==> src/rtl/fac0_pkg.sv <==
// ---------------------------------------------------------------------------
// fac0_pkg
// Shared defaults, lane-array types and the beat-counter width helper for the
// fac0 delay-feedback butterfly stage.
//   WIDTH_DEF / DATA_WIDTH_DEF / DEPTH_DEF : default sample width, lane count,
//                                            feedback depth
//   lane_arr_t     : DATA_WIDTH_DEF lanes of WIDTH_DEF-bit two's complement
//   lane_ext_arr_t : DATA_WIDTH_DEF lanes of WIDTH_DEF+1-bit two's complement
//   cnt_width()    : beat counter width for a given depth
//   CNT_W_DEF      : beat counter width at the default depth
// ---------------------------------------------------------------------------
package fac0_pkg;

    localparam int WIDTH_DEF      = 9;
    localparam int DATA_WIDTH_DEF = 16;
    localparam int DEPTH_DEF      = 8;

    // One fill half plus one butterfly half make up a counter period.
    function automatic int cnt_width(input int depth);
        return $clog2(2 * depth);
    endfunction

    localparam int CNT_W_DEF = cnt_width(DEPTH_DEF);

    typedef logic [DATA_WIDTH_DEF-1:0][WIDTH_DEF-1:0] lane_arr_t;
    typedef logic [DATA_WIDTH_DEF-1:0][WIDTH_DEF:0]   lane_ext_arr_t;

endpackage

==> src/rtl/fac0_delay_line.sv <==
// ---------------------------------------------------------------------------
// fac0_delay_line
// Enabled shift register of DEPTH entries, each holding LANES words of
// ENTRY_W bits. A new word enters at entry 0 on every enabled clock and the
// oldest entry is always visible on head.
// Ports:
//   clk   : rising-edge clock
//   rst_n : asynchronous active-low reset, clears every entry
//   en    : shift enable (one accepted beat)
//   din   : word written into entry 0
//   head  : entry DEPTH-1, the word written DEPTH enabled beats ago
// ---------------------------------------------------------------------------
module fac0_delay_line
    import fac0_pkg::*;
#(
    parameter int LANES   = DATA_WIDTH_DEF,
    parameter int ENTRY_W = WIDTH_DEF + 1,
    parameter int DEPTH   = DEPTH_DEF
) (
    input  logic                           clk,
    input  logic                           rst_n,
    input  logic                           en,
    input  logic [LANES-1:0][ENTRY_W-1:0]  din,
    output logic [LANES-1:0][ENTRY_W-1:0]  head
);

    logic [DEPTH-1:0][LANES-1:0][ENTRY_W-1:0] mem;

    // Whole-line shift: the new word lands in entry 0 and every other entry
    // moves one step towards the head. Nothing moves on idle clocks.
    always_ff @(posedge clk or negedge rst_n) begin
        if (!rst_n) begin
            mem <= '0;
        end else if (en) begin
            mem <= {mem[DEPTH-2:0], din};
        end
    end

    assign head = mem[DEPTH-1];

endmodule

==> src/rtl/fac0_delay_feedback.sv <==
// ---------------------------------------------------------------------------
// fac0_delay_feedback
// Single-delay-feedback radix-2 stage controller. In the fill half of each
// period the incoming samples are parked in the delay line while the previous
// period's butterfly differences drain out. In the butterfly half the parked
// samples are offered to an external butterfly, its sums go out and its
// differences are parked. Every other period asks the butterfly for a -j
// rotation.
// Optional feature: define FAC0_FLUSH_EN to add a synchronous flush input.
// Ports:
//   clk, rst_n                  : clock, asynchronous active-low reset
//   flush                       : (FAC0_FLUSH_EN only) synchronous restart,
//                                 wins over din_valid
//   din_valid                   : input beat strobe
//   din_re / din_im             : new samples, WIDTH bits per lane
//   din_shift_reg_re / _im      : delayed operand to the butterfly
//   fac8_0_cal                  : butterfly mode, 0 plain, 1 -j rotation
//   add_re/_im, sub_re/_im      : butterfly results, WIDTH+1 bits per lane
//   dout_re / dout_im           : registered stage output
//   dout_valid                  : output beat strobe
// All lane values are two's complement; each lane is processed on its own.
// ---------------------------------------------------------------------------
module fac0_delay_feedback
    import fac0_pkg::*;
#(
    parameter int WIDTH      = WIDTH_DEF,
    parameter int DATA_WIDTH = DATA_WIDTH_DEF,
    parameter int DEPTH      = DEPTH_DEF
) (
    input  logic                              clk,
    input  logic                              rst_n,
`ifdef FAC0_FLUSH_EN
    input  logic                              flush,
`endif
    input  logic                              din_valid,
    input  logic [DATA_WIDTH-1:0][WIDTH-1:0]  din_re,
    input  logic [DATA_WIDTH-1:0][WIDTH-1:0]  din_im,
    output logic [DATA_WIDTH-1:0][WIDTH-1:0]  din_shift_reg_re,
    output logic [DATA_WIDTH-1:0][WIDTH-1:0]  din_shift_reg_im,
    output logic                              fac8_0_cal,
    input  logic [DATA_WIDTH-1:0][WIDTH:0]    add_re,
    input  logic [DATA_WIDTH-1:0][WIDTH:0]    add_im,
    input  logic [DATA_WIDTH-1:0][WIDTH:0]    sub_re,
    input  logic [DATA_WIDTH-1:0][WIDTH:0]    sub_im,
    output logic [DATA_WIDTH-1:0][WIDTH:0]    dout_re,
    output logic [DATA_WIDTH-1:0][WIDTH:0]    dout_im,
    output logic                              dout_valid
);

    localparam int               CNT_W    = cnt_width(DEPTH);
    localparam logic [CNT_W-1:0] CNT_LAST = CNT_W'(2 * DEPTH - 1);

    logic [CNT_W-1:0]              count;
    logic                          frame;
    logic                          primed;
    logic                          phase;
    logic                          step;
    logic [DATA_WIDTH-1:0][WIDTH:0] wr_re;
    logic [DATA_WIDTH-1:0][WIDTH:0] wr_im;
    logic [DATA_WIDTH-1:0][WIDTH:0] head_re;
    logic [DATA_WIDTH-1:0][WIDTH:0] head_im;
    logic [DATA_WIDTH-1:0][WIDTH:0] next_re;
    logic [DATA_WIDTH-1:0][WIDTH:0] next_im;

    // Counter MSB splits each period into the fill half and the butterfly half.
    assign phase      = count[CNT_W-1];
    assign fac8_0_cal = phase & frame;

    // A beat coinciding with flush is dropped entirely.
`ifdef FAC0_FLUSH_EN
    assign step = din_valid & ~flush;
`else
    assign step = din_valid;
`endif

    // Per-lane data steering. Fill half: park the sign-extended sample and
    // emit whatever leaves the head (last period's difference). Butterfly
    // half: park the difference and emit the sum. The head holds sign-extended
    // fill data during the butterfly half, so dropping its top bit is lossless.
    always_comb begin
        wr_re            = '0;
        wr_im            = '0;
        next_re          = '0;
        next_im          = '0;
        din_shift_reg_re = '0;
        din_shift_reg_im = '0;
        for (int l = 0; l < DATA_WIDTH; l++) begin
            if (phase) begin
                wr_re[l]   = sub_re[l];
                wr_im[l]   = sub_im[l];
                next_re[l] = add_re[l];
                next_im[l] = add_im[l];
            end else begin
                wr_re[l]   = {din_re[l][WIDTH-1], din_re[l]};
                wr_im[l]   = {din_im[l][WIDTH-1], din_im[l]};
                next_re[l] = head_re[l];
                next_im[l] = head_im[l];
            end
            din_shift_reg_re[l] = head_re[l][WIDTH-1:0];
            din_shift_reg_im[l] = head_im[l][WIDTH-1:0];
        end
    end

    fac0_delay_line #(
        .LANES   (DATA_WIDTH),
        .ENTRY_W (WIDTH + 1),
        .DEPTH   (DEPTH)
    ) u_line_re (
        .clk   (clk),
        .rst_n (rst_n),
        .en    (step),
        .din   (wr_re),
        .head  (head_re)
    );

    fac0_delay_line #(
        .LANES   (DATA_WIDTH),
        .ENTRY_W (WIDTH + 1),
        .DEPTH   (DEPTH)
    ) u_line_im (
        .clk   (clk),
        .rst_n (rst_n),
        .en    (step),
        .din   (wr_im),
        .head  (head_im)
    );

    // Period bookkeeping. DEPTH is a power of two, so the counter wraps from
    // 2*DEPTH-1 to 0 on its own; the frame bit flips on that wrap. primed
    // marks that at least one butterfly half has run, so the delay line now
    // holds real differences rather than reset zeros.
    always_ff @(posedge clk or negedge rst_n) begin
        if (!rst_n) begin
            count  <= '0;
            frame  <= 1'b0;
            primed <= 1'b0;
        end
`ifdef FAC0_FLUSH_EN
        else if (flush) begin
            count  <= '0;
            frame  <= 1'b0;
            primed <= 1'b0;
        end
`endif
        else if (din_valid) begin
            count  <= count + CNT_W'(1);
            primed <= primed | phase;
            if (count == CNT_LAST) begin
                frame <= ~frame;
            end
        end
    end

    // Output register. dout follows every accepted beat and holds across gaps;
    // dout_valid is suppressed until the first butterfly beat so that the
    // reset-zero drain of the first fill half is never reported.
    always_ff @(posedge clk or negedge rst_n) begin
        if (!rst_n) begin
            dout_re    <= '0;
            dout_im    <= '0;
            dout_valid <= 1'b0;
        end else begin
            dout_valid <= step & (primed | phase);
            if (step) begin
                dout_re <= next_re;
                dout_im <= next_im;
            end
        end
    end

endmodule
==> config.mk <==
export PLATFORM = sky130hd
export DESIGN_NAME = fac0_delay_feedback
export DESIGN_NICKNAME = d
export VERILOG_FILES = /design/src/rtl/fac0_pkg.sv /design/src/rtl/fac0_delay_line.sv /design/src/rtl/fac0_delay_feedback.sv
export SDC_FILE = /design/constraint.sdc
export NUM_CORES = 2
export LEC_CHECK = 0
export ABC_AREA = 1
export CAP_MARGIN = 20
export CORE_AREA = 2 2 609 611
export DETAILED_ROUTE_END_ITERATION = 8
export DIE_AREA = 0 0 611 613
export PLACE_DENSITY = 0.52
export SKIP_LAST_GASP = 1
export SYNTH_ARGS = -nofsm -noshare
export SYNTH_HDL_FRONTEND = slang
export SYNTH_SLANG_ARGS = --single-unit
==> constraint.sdc <==
create_clock -name clk -period 1.65 [get_ports clk]
set_input_delay 0.4125 -clock clk [delete_from_list [all_inputs] [get_ports clk]]
set_output_delay 0.4125 -clock clk [all_outputs]
set_load 0.03 [all_outputs]
Word-level counts from Yosys, hierarchy flattened
Cells that the tools add are included.
{"block": "word_totals", "wordCells": 363, "output_inout_bits": 610, "in_bits": 931, "reg_bits": 2887}
{"block": "classes", "n_reduce_logical": 1, "n_bitwise": 4, "n_mux": 64, "add_sub_neg": 1, "eq_ne": 1}
{"cell": "10-bit two-way mux", "count": 64}
{"cell": "4-bit by 1-bit adder with 4-bit output, second input constant", "count": 1}
{"cell": "4-bit == test, second input constant", "count": 1}
{"cell": "1-bit bitwise AND", "count": 2}
{"cell": "2-bit AND reduction", "count": 1}
{"cell": "1-bit NOT", "count": 1}
{"cell": "1-bit bitwise OR", "count": 1}

Longest topological paths before layout
{"block": "logic_depth", "depth_word": 2, "ltp_mapped": 9, "mapped_depth_nobuf": 5}

Hierarchy
A second synthesis with hierarchy kept.
{"block": "unflattened", "cells_unflattened": 14862, "hier_area_um2": 119833.7}
{"module": "fac0_delay_line", "cells_per_inst": 5565, "instances": 2, "seq_area_each_um2": 32030.7, "area_per_inst_um2": 49050.8}
{"module": "fac0_delay_feedback", "cells_per_inst": 3732, "instances": 1, "seq_area_each_um2": 8182.8, "area_per_inst_um2": 21732.1}

Worst setup path after synthesis
No wires, ideal clock.
{"block": "synth_timing", "path_kind": "input to register", "startpoint": "in din_valid", "endpoint": "reg u_line_im.mem[311] in the netlist's numbering", "cell_stages": 8, "path_slack_ps": 162, "setup_ps": 133, "n_path_buf": 6, "arrival_time_ps": 1355, "t_required_ps": 1517, "cell_sequence": "buf_4 -> buf_6 -> buf_6 -> buf_6 -> buf_6 -> buf_4 -> nand2_1 -> o21ai_0"}
{"item": "start: declaration", "line": "fac0_delay_feedback.sv:35", "source": "input logic din_valid,"}
{"item": "end signal: assignment", "line": "fac0_delay_line.sv:35", "source": "mem <= {mem[DEPTH-2:0], din};"}
{"item": "end: declaration", "line": "fac0_delay_line.sv:27", "source": "logic [DEPTH-1:0][LANES-1:0][ENTRY_W-1:0] mem;"}

Final worst setup path
{"block": "layout_timing", "startpoint": "reg count[3]", "endpoint": "out fac8_0_cal"}
{"block": "layout_between", "elab_chain_len": 1}
{"item": "start: declaration", "line": "fac0_delay_feedback.sv:53", "source": "logic [CNT_W-1:0] count;"}
{"item": "start signal: assignment", "line": "fac0_delay_feedback.sv:146", "source": "count <= count + CNT_W'(1);"}
{"item": "1-bit bitwise AND", "line": "fac0_delay_feedback.sv:67", "source": "assign fac8_0_cal = phase & frame;"}
{"item": "end: declaration", "line": "fac0_delay_feedback.sv:40", "source": "output logic fac8_0_cal,"}
Every way passes these cells.

==> results.yml <==
sta:
  final.setup.tns_ns: -273.01
  rsz0062_at_grt: "yes"
  worst_pin_slew_ns: 0.5591
  setup_viol: 1250
  hold_viol: 0
  skew_ns: 0.05833
  fmax_ghz: 0.4577
  fin_crit_sh: 1.324
  layout_min_cycle_time_ns: 2.185
  maxSlewHeadroom: 0.6261
  layout_setup_ws_ns: -0.5349
  slew_viol_final: 0
placement:
  hpwl_um: 281400
  place_area_um2: 138700
  portBuffers: 1540
  place_congestion: 0.8907
route:
  drtPass1Iterations: 6
  wl_met1_um: 170200
  routed.top_layer: "met5"
  vias: 89004
  routedWlPerCell_um: 20.50
  dr_wl_met2_um: 190800
  drtIter0Drc: 7225
  wl_met3_um: 22110
  drt_wl_total_um: 398700
  ant_nets: 0
  drc: 0
  via_per_inst: 4.577
synth:
  synth_area_leader_cell: "dfrtp_1"
  synth_top_area_frac: 0.6330
  syn-num-nets: 13304
  synth_seq_cells: 2887
  synthCells: 12372
  yosys-top-cells-area: "dfrtp_1, o21ai_0, nand2_1"
  synth_area_um2: 114100
  synth_cell_types: 17
  seq_area_frac_synth: 0.6330
  syn_area_per_cell_um2: 9.225
  synth_warnings: 0
power_and_ir_drop:
  p_per_area_nw_per_um2: 1577
  power.leakage_nw: 72.67
  p_total_mw: 246.2
  ir_worst_vdd_mv: 0.9154
cts:
  cts_root_buf: "clkbuf_16"
  cts.path.max_buffers: 4
  numCtsBuffers: 332
  h-tree-depth: 5
  clock_latency_ns: 0.92
  clk_pin_slew_ns: 0.06
  cts_tree: "yes"
  clock_sinks: 2887
global_routing:
  grt_pass1_wl_um: 582100
  grt_util_all_layers: 0.2047
  grt_pass1_vias: 88685
  overflow: 0
  grt_max_degree: 88
  antenna_found_initial: 108
job:
  cap_viol_max_count: 0
floorplanning:
  die_width_um: 611
  die_y_um: 613
  ios: 1541
  fp-row-count: 223
  start_util: 0.3103
  core_area_um2: 367700
  die_area_um2: 374500
hold_path:
  worstHoldPathCells: 3
  hold_path.class: "input port to flip-flop"
final_layout:
  final_nets: 15233
  final_area_um2: 156100
  syn_to_final_growth_pct: 36.81
  fillCellCount: 35992
  layout-drive-gt1-share: 0.1768
worst_setup_path:
  critPathKind: "flip-flop to primary output"
  worst_setup_path_end_kind: "primary output"
  crit_fanout: 2
  required_ns: 1.24
  critPathArrivalTime_ns: 1.77
  cp-start-kind: "flip-flop"
  reg2reg_depth: 9
outcome:
  violations: "negative setup slack"
  status: "complete, but fails checks"
## routing by layer
layer  vias up  GRT usage
met5         -          0
met4        40    0.07422
met3       644    0.03811
met2      2338     0.3386
met1     43155     0.2671
li1      42827          -
## layout make-up
cell class / count / area [um^2] / share of cell area
Timing Repair Buffer: 2665 / 29720 / 0.1903
Multi-Input combinational cell: 7398 / 32810 / 0.2102
Sequential cell: 2887 / 72400 / 0.4637
Inverter: 1017 / 3851 / 0.02467
Tap cell: 4837 / 6052 / 0.03876
Clock buffer: 492 / 9866 / 0.06319
Clock inverter: 111 / 1333 / 0.008534
Antenna cell: 41 / 102.6 / 0.0006571
## critical path: stages (launching register included)
cell and delay [ns]:
dfrtp_4 0.49, buf_12 0.15, nand2_4 0.05, inv_2 0.04
buf_6 0.12
## cells by family after synthesis
group	after synthesis	share of synthesized area
AOI/OAI and AO/OA	3123	0.1369
and+or+nand+nor	4272	0.1412
adders and majority gates	1	0.0001096
DFF	2887	0.6330
buffers and inverters	2087	0.08857
xor gates and xnor gates	2	0.0001535
## stage by stage
step           std cells  setup slack [ns]    util  hold WS (ns)
6_report           19448           -0.5349  0.4246       0.09378
5_1_grt            19433           -0.6110  0.4245       0.05094
4_1_cts            19309           -0.6236  0.4169      0.002103
3_5_place_dp       18459           -0.4458  0.3770        0.3586
3_3_place_gp       18459           -0.8897  0.3770        0.3609
2_1_floorplan      12372            0.1617       -        0.1169
## where the power goes
| part | total, mW | leakage, nW | internal (mW) | switching, mW |
|---|---|---|---|---|
| registers | 99.2 | 36.8 | 88.1 | 11.2 |
| clock network | 75.5 | 5.52 | 44.3 | 31.2 |
| logic | 71.5 | 30.4 | 31.6 | 39.9 |
| total | 246 | 72.7 | 164 | 82.2 |
## flip-flops by register name, summed over array words and instances (netlist names)
| name | flops |
|---|---|
| u_line_re.mem | 1120 |
| dout_im | 160 |
| dout_valid | 1 |
| u_line_re.head | 160 |
| u_line_im.head | 160 |
| count | 4 |
| frame | 1 |
| primed | 1 |
| dout_re | 160 |
| u_line_im.mem | 1120 |
## synthesized netlist by cell type, drive strengths merged
master and n:
nand3 63, ha 1, xor2 2, buf 729, a21oi 1, clkbuf 341
o21ai 3122, dfrtp 2887, nand2 3630, nand4 1, nor2 578, inv 1017
## path summary, 6_finish.rpt
| kind | from | slack, ns | endpoint |
|---|---|---|---|
| min in group asynchronous | rst_n | 0.11 | u_line_re.mem[137]$_DFFE_PN0P_ |
| max in group asynchronous | rst_n | 0.57 | u_line_im.head[101]$_DFFE_PN0P_ |
| hold / removal | sub_im[29] | 0.09 | u_line_im.mem[29]$_DFFE_PN0P_ |
| hold reg to reg | u_line_re.mem[720]$_DFFE_PN0P_ | 0.43 | u_line_re.mem[880]$_DFFE_PN0P_ |
| setup reg to reg | count[3]$_DFFE_PN0P_ | -0.41 | u_line_re.mem[7]$_DFFE_PN0P_ |
| setup / recovery | count[3]$_DFFE_PN0P_ | -0.53 | fac8_0_cal |
## layout by cell type (no fill, tap or decap), types with 17 or more instances in the layout
cell type,netlist,layout
o21ai_0,2991,2804
clkbuf_16,0,364
inv_1,1016,1014
nand2_4,0,17
nand2_1,3630,3598
nor2_4,0,27
dfrtp_1,2887,2766
clkbuf_1,341,70
diode_2,0,41
nor2_1,578,517
buf_16,0,30
buf_8,0,17
clkdlybuf4s50_1,0,928
nand3_1,63,55
o21ai_2,0,73
buf_4,320,762
clkinv_2,0,60
o21ai_1,131,228
clkbuf_8,0,85
buf_12,0,312
nor2_2,0,34
bufinv_16,0,17
buf_6,95,576
dfrtp_2,0,120
o21ai_4,0,17
## repair_timing
action	in CTS	in global routing
setup endpoints to repair	854	1241
gates resized for setup	3864	546
buffers inserted	224	79
pin swaps	2	107
hold buffers	9	0
cloned	17	32
hold endpoints to repair	776	0
(Power assumes the default switching activity.)
